### config.mk
export PLATFORM = sky130hd
export DESIGN_NAME = mar
export DESIGN_NICKNAME = d
export VERILOG_FILES = /design/src/rtl/mar.sv
export SDC_FILE = /design/constraint.sdc
export NUM_CORES = 1
export LEC_CHECK = 0
export BUFFER_PORTS_ARGS = -buffer_cell sky130_fd_sc_hd__buf_4
export CAP_MARGIN = 0
export CORE_MARGIN = 2
export CORE_UTILIZATION = 25
export CTS_BUF_LIST = sky130_fd_sc_hd__clkbuf_8
export CTS_CLUSTER_DIAMETER = 100
export DETAILED_ROUTE_END_ITERATION = 16
export GPL_TIMING_DRIVEN = 0
export PLACE_DENSITY = 0.55
export SLEW_MARGIN = 10
export SYNTH_ARGS = -nofsm -noshare
export SYNTH_HDL_FRONTEND = slang
export SYNTH_SLANG_ARGS = --single-unit
### constraint.sdc
create_clock -name clk -period 3.2 [get_ports clk]
set_input_delay 0.64 -clock clk [delete_from_list [all_inputs] [get_ports clk]]
set_output_delay 0.64 -clock clk [all_outputs]
set_load 0.1 [all_outputs]
### src/rtl/mar.sv
// -----------------------------------------------------------------------------
// mar : Memory Address Register for the 16-bit microcontroller datapath.
//
// Captures an address from the shared internal bus on MAR_En, optionally
// steps it by one on MAR_Inc, and holds it stable on the memory address lines.
// The ROM/RAM/IO region selects are decoded from the registered address only,
// so they never glitch with bus activity.
//
// Ports:
//   clk                   in   system clock, rising edge active
//   rst                   in   synchronous active-high reset
//   MAR_Address_from_BUS  in   [ADDR_W] address driven on the internal bus
//   MAR_En                in   load enable (wins over MAR_Inc)
//   MAR_Inc               in   increment enable
//   MAR_Address_Out       out  [ADDR_W] registered address to memory
//   MAR_Sel_ROM           out  held address is in 0 .. ROM_TOP
//   MAR_Sel_RAM           out  held address is between ROM and IO
//   MAR_Sel_IO            out  held address is in IO_BASE .. all-ones
//   MAR_Wrap              out  one-cycle pulse: last increment wrapped to 0
// -----------------------------------------------------------------------------
module mar #(
    parameter int                 ADDR_W     = 16,
    parameter logic [ADDR_W-1:0]  RESET_ADDR = 16'h0000,
    parameter logic [ADDR_W-1:0]  ROM_TOP    = 16'h3FFF,
    parameter logic [ADDR_W-1:0]  IO_BASE    = 16'hFF00
) (
    input  logic              clk,
    input  logic              rst,
    input  logic [ADDR_W-1:0] MAR_Address_from_BUS,
    input  logic              MAR_En,
    input  logic              MAR_Inc,
    output logic [ADDR_W-1:0] MAR_Address_Out,
    output logic              MAR_Sel_ROM,
    output logic              MAR_Sel_RAM,
    output logic              MAR_Sel_IO,
    output logic              MAR_Wrap
);

    localparam logic [ADDR_W-1:0] ONE = ADDR_W'(1);

    logic [ADDR_W-1:0] addr;
    logic              wrap;
    logic              at_top;

    // Incrementing from all-ones is the only case that wraps to zero.
    assign at_top = &addr;

    always_ff @(posedge clk) begin
        if (rst) begin
            addr <= RESET_ADDR;
            wrap <= 1'b0;
        end else if (MAR_En) begin
            addr <= MAR_Address_from_BUS;
            wrap <= 1'b0;
        end else if (MAR_Inc) begin
            addr <= addr + ONE;
            wrap <= at_top;
        end else begin
            wrap <= 1'b0;
        end
    end

    logic in_rom;
    logic in_io;

    // ROM_TOP < IO_BASE guarantees the two ranges are disjoint, so RAM as
    // "neither" keeps the selects one-hot.
    assign in_rom = (addr <= ROM_TOP);
    assign in_io  = (addr >= IO_BASE);

    assign MAR_Address_Out = addr;
    assign MAR_Wrap        = wrap;
    assign MAR_Sel_ROM     = in_rom;
    assign MAR_Sel_IO      = in_io;
    assign MAR_Sel_RAM     = !in_rom && !in_io;

    // Overlapping ROM and IO windows would make the decode ambiguous.
    always @(posedge clk) begin
        assert (ROM_TOP < IO_BASE)
            else $error("mar: ROM_TOP must be below IO_BASE");
    end

endmodule

==> results of run 1 <==
## worst paths after layout
| kind | to | slack [ns] | start | depth (start not counted) |
|---|---|---|---|---|
| hold / removal | MAR_Address_Out[12] | 0.60 | MAR_Address_Out[12] | 2 |
| setup reg to reg | MAR_Address_Out[14] | 1.57 | MAR_Address_Out[0] | 5 |
| setup / recovery | MAR_Sel_IO | 1.06 | MAR_Address_Out[9] | 3 |
| hold reg to reg | MAR_Address_Out[12] | 0.60 | MAR_Address_Out[12] | 2 |
## Yosys cell counts (2+ instances only)
master / instances
sky130_fd_sc_hd__a21oi_1: 13
sky130_fd_sc_hd__and3_1: 2
sky130_fd_sc_hd__clkbuf_1: 4
sky130_fd_sc_hd__dfxtp_1: 17
sky130_fd_sc_hd__inv_1: 10
sky130_fd_sc_hd__mux2i_1: 4
sky130_fd_sc_hd__nand2_1: 4
sky130_fd_sc_hd__nand3_1: 5
sky130_fd_sc_hd__nand4_1: 4
sky130_fd_sc_hd__nor2_1: 10
sky130_fd_sc_hd__nor3_1: 4
sky130_fd_sc_hd__nor4_1: 4
sky130_fd_sc_hd__o21a_1: 7
sky130_fd_sc_hd__o22ai_1: 2
sky130_fd_sc_hd__xnor2_1: 7
sky130_fd_sc_hd__xor2_1: 6
## metrics by stage
| step | utilization (%) | hold WS, ns | instances | cell area (µm²) |
|---|---|---|---|---|
| 2_1_floorplan | - | 0.7827 | 119 | 1026 |
| 3_3_place_gp | 34.66 | 0.5828 | 206 | 1366 |
| 3_5_place_dp | 34.66 | 0.5907 | 206 | 1366 |
| 4_1_cts | 35.80 | 0.6009 | 210 | 1411 |
| 5_1_grt | 35.80 | 0.6277 | 210 | 1411 |
| 6_report | 35.80 | 0.6042 | 210 | 1411 |
## final cells by class
cell class              count  area [µm²]
plain buffers               6       27.53
clock buffers               3       41.29
clock inverters             1       3.754
fillers                   419        2531
inverters                  10       37.54
multi-input cells          86       610.6
flip-flops and latches     17       350.3
well taps                  50       62.56
repair buffers             37       277.8
## metal layers
layer | track usage [%] | wire, µm | part of all wire [%]
met1 | 16.36 | 1210 | 44
met2 | 22.28 | 1363 | 49
met3 | 3.167 | 174 | 6.3
met4 | 4.592 | 15 | 0.54
met5 | 0 | 0 | 0
## worst max-delay path, cell delays in order, from the launching register on
cell                      delay, ns
sky130_fd_sc_hd__dfxtp_2       0.38
sky130_fd_sc_hd__nand4_2       0.23
sky130_fd_sc_hd__nor3b_4       0.30
sky130_fd_sc_hd__buf_4         0.33
## registers in the layout (all words and copies together) (netlist names)
register	cells
MAR_Wrap	1
MAR_Address_Out	16
## power by group
| part | internal, mW | switching (mW) | leakage (nW) | total (mW) |
|---|---|---|---|---|
| logic | 0.0568 | 0.151 | 0.479 | 0.208 |
| registers | 0.226 | 0.0213 | 0.143 | 0.247 |
| clock network | 0.0853 | 0.0788 | 0.0269 | 0.164 |
## cells by family (layout without fill, tap and decap cells)
family | Yosys count | in the layout | share of synthesized area (%)
buf+inv | 16 | 57 | 6.475
mux | 4 | 4 | 3.985
compound gates | 25 | 25 | 15.07
simple gates | 43 | 43 | 28.02
flops | 17 | 17 | 33.87
fa+ha+maj | 1 | 1 | 1.245
xor+xnor | 13 | 13 | 11.33
==> results.cfg, run 1 <==
[clocking]
cts_htree_levels = 1
cts-hold-fix-buffers = 0
cts_buffers = 3
cts_sinks = 17
tritoncts_clock_tree = built
post-cts-setup-buffers = 0
ctsRootBufferMaster = sky130_fd_sc_hd__clkbuf_8
cts_resized = 0
clkLatencyLatePin_ns = 0.25
clock_tree.buffer_depth = 2
clk_pin_slew_worst_paths_ns = 0.07

[placed_design]
gp_congestion = 0.7763
hpwl_mm = 2.136
pre_cts_setup_slack_ns = 1.334
io_buffer_count = 37

[detailed_routing]
detailroute.via_count = 995
wl_per_cell_um = 13.16
detailedRoute.firstIterationViolations = 19
drc_errors = 0
detailedRoute.firstPassIterationCount = 4
detail_route.vias_per_cell = 4.738
postRouteAntennaNets = 0
finalWirelength_mm = 2.763

[timing]
setup_slack_ns = 1.060
final.setup.tns_ns = 0
timing.slew.headroom_pct = 65.07
maxClockFrequency_mhz = 467.4
timing.final.crit_share_pct = 66.86
timing_max_transition_violations_final = 0
setup_repair_after_global_routing_missed_its_margin = no
final_hold_viol_count = 0
finClkSkew_ns = 0.002066
period_needed_ns = 2.140
setup_viol_count_final = 0
worst-slew-pin-transition_ns = 0.5240

[floorplan]
io_pins = 40
dieHeight_um = 67.40
core.rowCount = 23
start_util_pct = 25.48
floorplan.die_area_um2 = 4542
die_w_um = 67.40
placeableCoreArea_um2 = 3943

[critical_path]
worst-endpoint-required_ns = 2.56
startpoint_type = flip-flop
criticalPathCategory = reg2out
critical_path_arrival_ns = 1.50
cp_max_fo = 5
worstSetupEndpointType = output port

[logic_synthesis]
synth.lib_cells_used.distinct = 32
synth-seq-area-share_pct = 33.87
synth_top_area_share_pct = 33.87
yosys_register_bits = 17
synth_enable_flop_cells = 0
synth.top_cells.by_area = sky130_fd_sc_hd__dfxtp_1 34%, sky130_fd_sc_hd__a21oi_1 6.5%, sky130_fd_sc_hd__xnor2_1 6.1%
synthCells = 119
async_s_r_ff_share_synth_pct = 0
syn_area_per_cell_um2 = 8.443
synthesis.area_um2 = 1005
synth_fp_nets = 140
synth_largest_area_cell = sky130_fd_sc_hd__dfxtp_1
dominantRegCellSynth = sky130_fd_sc_hd__dfxtp_1
yosys_warnings = 0

[cells_and_area]
commonest_non_fill_non_tap_cells_in_the_layout = 38 x sky130_fd_sc_hd__buf_4, 13 x sky130_fd_sc_hd__a21oi_1, 11 x sky130_fd_sc_hd__inv_1, 9 x sky130_fd_sc_hd__dfxtp_1
final_net_count = 182
mostFrequentLayoutCell = sky130_fd_sc_hd__buf_4
antennaDiodeCount = 0
ratio_of_cells_with_drive_above_1_in_the_final_layout_pct = 37.50
signed_area_change_from_the_synthesized_netlist_to_the_final_layout_pct = 40.47

[power_and_ir_drop]
vdd.ir_drop.worst_uv = 181.3
report.power.total_uw = 619.5
power-per-cell-area_nw_per_um2 = 439.0
total_leakage_power_nw = 0.6489

[grt]
globalRouteOverflowTotal = 0
grt_overall_usage_pct = 13.21
grt_pass1_wl_mm = 4.526
grt_pass1_vias = 969
antenna_found_initial = 0
largest_net_degree_at_the_start_of_global_routing = 11

[status]
outcome = finished, final reports clean

[hold_path]
hold_path_class = reg2reg

[flow_run]
maxCapViolations = 0
(Power assumes the default switching activity.)
==> run 2: changes to the inputs <==
- PLACE_DENSITY: 0.55 -> 0.56
- clock period: 3.2 -> 1.76 ns (I/O delays scaled with it)
==> results.cfg, run 2 (synthesis results as in run 1) <==
[cells_and_area]
antennaDiodeCount = 0
multiInputGateArea_um2 = 624.3
final.fill_count = 405
signed_area_change_from_the_synthesized_netlist_to_the_final_layout_pct = 49.69
commonest_non_fill_non_tap_cells_in_the_layout = 39 x sky130_fd_sc_hd__buf_4, 13 x sky130_fd_sc_hd__a21oi_1, 10 x sky130_fd_sc_hd__dfxtp_4, 10 x sky130_fd_sc_hd__inv_1, 8 x sky130_fd_sc_hd__nor2_1
ff_latch_area_um2 = 385.4
layout.core_utilization_pct = 38.15
largest_register_ff_count = 16
ratio_of_cells_with_drive_above_1_in_the_final_layout_pct = 44.17
mostFrequentLayoutCell = sky130_fd_sc_hd__buf_4
final_net_count = 185

[floorplan]
start_util_pct = 25.48
placeableCoreArea_um2 = 3943
die_w_um = 67.40
dieHeight_um = 67.40
core.rowCount = 23
floorplan.die_area_um2 = 4542
io_pins = 40

[timing]
setup_viol_count_final = 0
setup_repair_after_global_routing_missed_its_margin = no
final.setup.tns_ns = 0
worst-slew-pin-transition_ns = 0.5165
timing.slew.headroom_pct = 65.57
timing.final.crit_share_pct = 96.89
timing_max_transition_violations_final = 0
maxClockFrequency_mhz = 586.4
final_hold_viol_count = 0
finClkSkew_ns = 0.005041
period_needed_ns = 1.705

[grt]
largest_net_degree_at_the_start_of_global_routing = 11
grt_pass1_wl_mm = 4.588
antenna_found_initial = 0
grt_pass1_vias = 978
globalRouteOverflowTotal = 0
grt_overall_usage_pct = 13.39

[clocking]
clk_pin_slew_worst_paths_ns = 0.07
ctsRootBufferMaster = sky130_fd_sc_hd__clkbuf_8
cts_htree_levels = 1
cts-hold-fix-buffers = 0
cts_sinks = 17
tritoncts_clock_tree = built
cts_buffers = 3
clock_tree.buffer_depth = 2
clkLatencyLatePin_ns = 0.26

[critical_path]
worst-endpoint-required_ns = 1.41
critPathBufInv = 1
cpLargestDelayFamily = simple AND/OR/NAND/NOR gates
r2r_end = MAR_Address_Out[14]
critical_path_arrival_ns = 1.35
criticalPathCategory = reg2out
r2r_setup_slack_ns = 0.29
cp_max_fo = 5
slowest_stage_cell_on_the_critical_path = sky130_fd_sc_hd__dfxtp_4
worstPathCellList = and3_1, nor3b_4, nor2_4, buf_12
timing.reg2reg.worst_path_depth = 5
worstSetupEndpointType = output port
timing.critical_path.slowest_cell_delay_ns = 0.37
startpoint_type = flip-flop
timing.rr.start = MAR_Address_Out[0]

[placed_design]
gp_congestion = 0.7490
hpwl_mm = 2.054
io_buffer_count = 37

[detailed_routing]
detailedRoute.firstPassIterationCount = 4
detailroute.via_count = 1025
detailedRoute.firstIterationViolations = 29
detail_route.vias_per_cell = 4.812
drc_errors = 0
wl_per_cell_um = 12.61
postRouteAntennaNets = 0
finalWirelength_mm = 2.686

[hold_path]
hold_path_class = in2reg
hp-start = MAR_Address_from_BUS[0]
hold-path-cell-count = 3
hold_end = MAR_Address_Out[0]

[power_and_ir_drop]
p_comb_share_pct = 34.4
total_leakage_power_nw = 0.6741
vdd.ir_drop.worst_uv = 292.6
power-per-cell-area_nw_per_um2 = 754.6
power.internal_uw = 677.6
clockPowerShare_pct = 26.3
seqPwrFrac_pct = 39.3
p_sw_uw = 457.3
sw_frac_of_total_pct = 40.29

[status]
outcome = finished, final reports clean

[flow_run]
maxCapViolations = 0
[run 2: cell count changes in the layout (fill, tap and decap cells not counted)]
| cell | change |
|---|---|
| sky130_fd_sc_hd__nand4_2 | -1 |
| sky130_fd_sc_hd__nor2_2 | -1 |
| sky130_fd_sc_hd__dfxtp_4 | +10 |
| sky130_fd_sc_hd__inv_1 | -1 |
| sky130_fd_sc_hd__buf_8 | +1 |
| sky130_fd_sc_hd__nor2_4 | +1 |
| sky130_fd_sc_hd__dfxtp_2 | -2 |
| sky130_fd_sc_hd__buf_4 | +1 |
| sky130_fd_sc_hd__clkinv_2 | +1 |
| sky130_fd_sc_hd__buf_12 | +1 |
| sky130_fd_sc_hd__dfxtp_1 | -8 |
| sky130_fd_sc_hd__nand4_4 | +1 |
[run 2: layout make-up]
| type | count | area share (%) |
|---|---|---|
| plain buffers | 6 | 1.830 |
| flip-flops and latches | 17 | 25.62 |
| clock inverters | 1 | 0.3328 |
| clock buffers | 3 | 2.745 |
| repair buffers | 40 | 21.30 |
| inverters | 10 | 2.496 |
| multi-input cells | 86 | 41.51 |
| well taps | 50 | 4.160 |
[run 2: worst max path at each step]
stage,from,to,slack (ns),cells after the start
3_3_place_gp,MAR_Address_Out[9],MAR_Sel_IO,0.22,3
3_5_place_dp,MAR_Address_Out[9],MAR_Sel_IO,0.22,3
6_report,MAR_Address_Out[13],MAR_Sel_RAM,0.05,4
2_1_floorplan,MAR_Address_Out[8],MAR_Sel_RAM,-0.63,3
5_1_grt,MAR_Address_Out[13],MAR_Sel_RAM,0.008,4
4_1_cts,MAR_Address_Out[9],MAR_Sel_IO,0.007,3
[run 2: per-stage QoR]
stage / power [mW] / instance area [µm²] / hold WS (ns) / std cells / setup slack, ns
after floorplan: 0.7381 / 1075 / 0.4934 / 119 / -0.6308
after global placement: 0.8311 / 1415 / 0.5619 / 206 / 0.2229
after detailed placement: 0.8353 / 1415 / 0.5614 / 206 / 0.2178
after CTS: 1.141 / 1469 / 0.3195 / 210 / 0.006991
after global routing: 1.190 / 1504 / 0.3347 / 213 / 0.007888
final: 1.135 / 1504 / 0.3212 / 213 / 0.05466
[run 2: what timing repair did]
item	4_1_cts	5_1_grt
gates resized for setup	2	3
setup buffers	0	3
setup endpoints to repair	2	1
pin swaps	1	2
[run 2: metal layers]
layer  vias to the layer above  GRT usage (%)  wire length, µm  part of all wire (%)
li1                        505              -                -                     -
met1                       486          16.51             1177                    44
met2                        28          22.15             1315                    49
met3                         6          2.000              141                   5.2
met4                         0          7.653               52                   1.9
met5                         -              0                0                     0
[run 2: power by group through the flow]
stage	sequential [mW]	combinational, mW	clock [mW]
2_1_floorplan	0.620	0.118	0
4_1_cts	0.447	0.382	0.312
3_3_place_gp	0.455	0.376	0
3_5_place_dp	0.456	0.379	0
6_report	0.446	0.391	0.298
5_1_grt	0.451	0.410	0.328
[run 2: worst register-to-register path: cells and delay by family, from the launching register on]
kind | cells | cell delay [ns]
DFF | 1 | 0.38
adders and majority gates | 1 | 0.22
and+or+nand+nor | 2 | 0.47
AOI/OAI and AO/OA | 1 | 0.18
xor gates and xnor gates | 1 | 0.13
==> run 3: changes to the inputs <==
- CORE_UTILIZATION: 25 -> 42
- PLACE_DENSITY: 0.56 -> 0.82
==> results.cfg, run 3 (synthesis results as in run 1) <==
[clocking]
cts_buffers = 3
cts_htree_levels = 1
cts_sinks = 17
clock_tree.buffer_depth = 2
ctsRootBufferMaster = sky130_fd_sc_hd__clkbuf_8
clkLatencyLatePin_ns = 0.25
clk_pin_slew_worst_paths_ns = 0.07
cts-hold-fix-buffers = 0
tritoncts_clock_tree = built

[critical_path]
worstSetupEndpointType = output port
criticalPathCategory = reg2out
worst-endpoint-required_ns = 1.41
worstPathCellList = nand4_4, nor3b_4, nor2_4, buf_12
startpoint = MAR_Address_Out[8]
startpoint_type = flip-flop
cp_max_fo = 6
slowest_stage_cell_on_the_critical_path = sky130_fd_sc_hd__dfxtp_4
timing.critical_path.slowest_cell_delay_ns = 0.39
critical_path_arrival_ns = 1.36
timing.rr.start = MAR_Address_Out[0]

[status]
outcome = finished, final reports clean

[detailed_routing]
postRouteAntennaNets = 0
detail_route.vias_per_cell = 5.435
detailroute.via_count = 1049
detailedRoute.firstPassIterationCount = 4
detailroute.wirelength.met2_mm = 1.360
drc_errors = 0
route.layer.met1.wl_mm = 1.127
top_layer = met4
detailedRoute.firstIterationViolations = 32
finalWirelength_mm = 2.652
wl_met3_um = 108
wl_per_cell_um = 13.74

[grt]
largest_net_degree_at_the_start_of_global_routing = 11
globalRouteOverflowTotal = 0
antenna_found_initial = 0
grt_overall_usage_pct = 21.06
grt_pass1_wl_mm = 4.298
grt_pass1_vias = 956

[placed_design]
pre_cts_setup_slack_ns = 0.2219
hpwl_mm = 1.951
io_buffer_count = 37
place_area_um2 = 1388
gp_congestion = 0.8321

[timing]
timing.final.crit_share_pct = 97.30
finClkSkew_ns = 0.002334
timing_max_transition_violations_final = 0
final_hold_viol_count = 0
period_needed_ns = 1.712
setup_slack_ns = 0.04760
worst-slew-pin-transition_ns = 0.4836
setup_viol_count_final = 0
timing.slew.headroom_pct = 67.76
maxClockFrequency_mhz = 584.0
final.setup.tns_ns = 0

[cells_and_area]
largest_register_ff_count = 16
ratio_of_cells_with_drive_above_1_in_the_final_layout_pct = 45.45
commonest_non_fill_non_tap_cells_in_the_layout = 41 x sky130_fd_sc_hd__buf_4, 13 x sky130_fd_sc_hd__a21oi_1, 10 x sky130_fd_sc_hd__dfxtp_4, 10 x sky130_fd_sc_hd__inv_1, 8 x sky130_fd_sc_hd__nor2_1
stdcell_area_um2 = 1496
signed_area_change_from_the_synthesized_netlist_to_the_final_layout_pct = 48.94
mostFrequentLayoutCell = sky130_fd_sc_hd__buf_4
final_net_count = 187
antennaDiodeCount = 0

[power_and_ir_drop]
report.power.total_mw = 1.142
total_leakage_power_nw = 0.6813
vdd.ir_drop.worst_uv = 572.8
power-per-cell-area_nw_per_um2 = 763.1

[floorplan]
floorplan.die_area_um2 = 2799
core.rowCount = 17
dieHeight_um = 52.91
io_pins = 40
start_util_pct = 44.99
die_w_um = 52.91
placeableCoreArea_um2 = 2233

[flow_run]
maxCapViolations = 0

[hold_path]
hp-start = MAR_Address_from_BUS[2]
hold_path_class = in2reg
==> run 3: cell types whose count changed in the layout (fill, tap and decap cells not counted), sizes merged <==
cell  change
buf       +2
==> run 3: repair_timing <==
item                       4_1_cts  5_1_grt
gates cloned                     0        0
setup buffers                    0        5
pin swaps                        1        2
gates resized for setup          2        4
setup endpoints to repair        1        2
==> run 3: worst paths after layout <==
kind | endpoint | slack [ns] | depth (start not counted)
setup / recovery | MAR_Sel_RAM | 0.05 | 4
hold / removal | MAR_Address_Out[2] | 0.33 | 3
setup reg to reg | MAR_Address_Out[14] | 0.29 | 5
hold reg to reg | MAR_Wrap | 0.58 | 2
==> run 3: metal layers <==
| layer | GRT usage (%) | up-vias |
|---|---|---|
| met5 | 0 | - |
| met1 | 26.04 | 502 |
| met3 | 3.390 | 7 |
| li1 | - | 512 |
| met2 | 35.00 | 28 |
| met4 | 10.68 | 0 |
==> run 3: cell type report <==
class,instances,area (µm²)
Inverter,10,37.54
Timing Repair Buffer,42,335.3
Buffer,6,27.53
Tap cell,28,35.03
Sequential cell,17,385.4
Clock buffer,3,41.29
Fill cell,193,737.0
Clock inverter,1,5.005
Multi-Input combinational cell,86,629.4
==> run 3: power by group <==
group | switching [mW] | total, mW | internal (mW)
combinational | 0.279 | 0.394 | 0.116
sequential | 0.0393 | 0.446 | 0.407
clock | 0.145 | 0.302 | 0.157
total | 0.462 | 1.14 | 0.680
==> run 3: worst max-delay path: cells and delay by family (launching register included) <==
family | cells | cell delay, ns
buffers and inverters | 1 | 0.17
DFF | 1 | 0.39
and+or+nand+nor | 3 | 0.54
==> run 3: stage by stage <==
stage | hold slack [ns] | util, % | std cells
floorplan | 0.4934 | - | 119
global placement | 0.5487 | 62.13 | 184
detailed placement | 0.5599 | 62.13 | 184
CTS | 0.3403 | 64.54 | 188
global route | 0.3532 | 67.00 | 193
finish | 0.3331 | 67.00 | 193
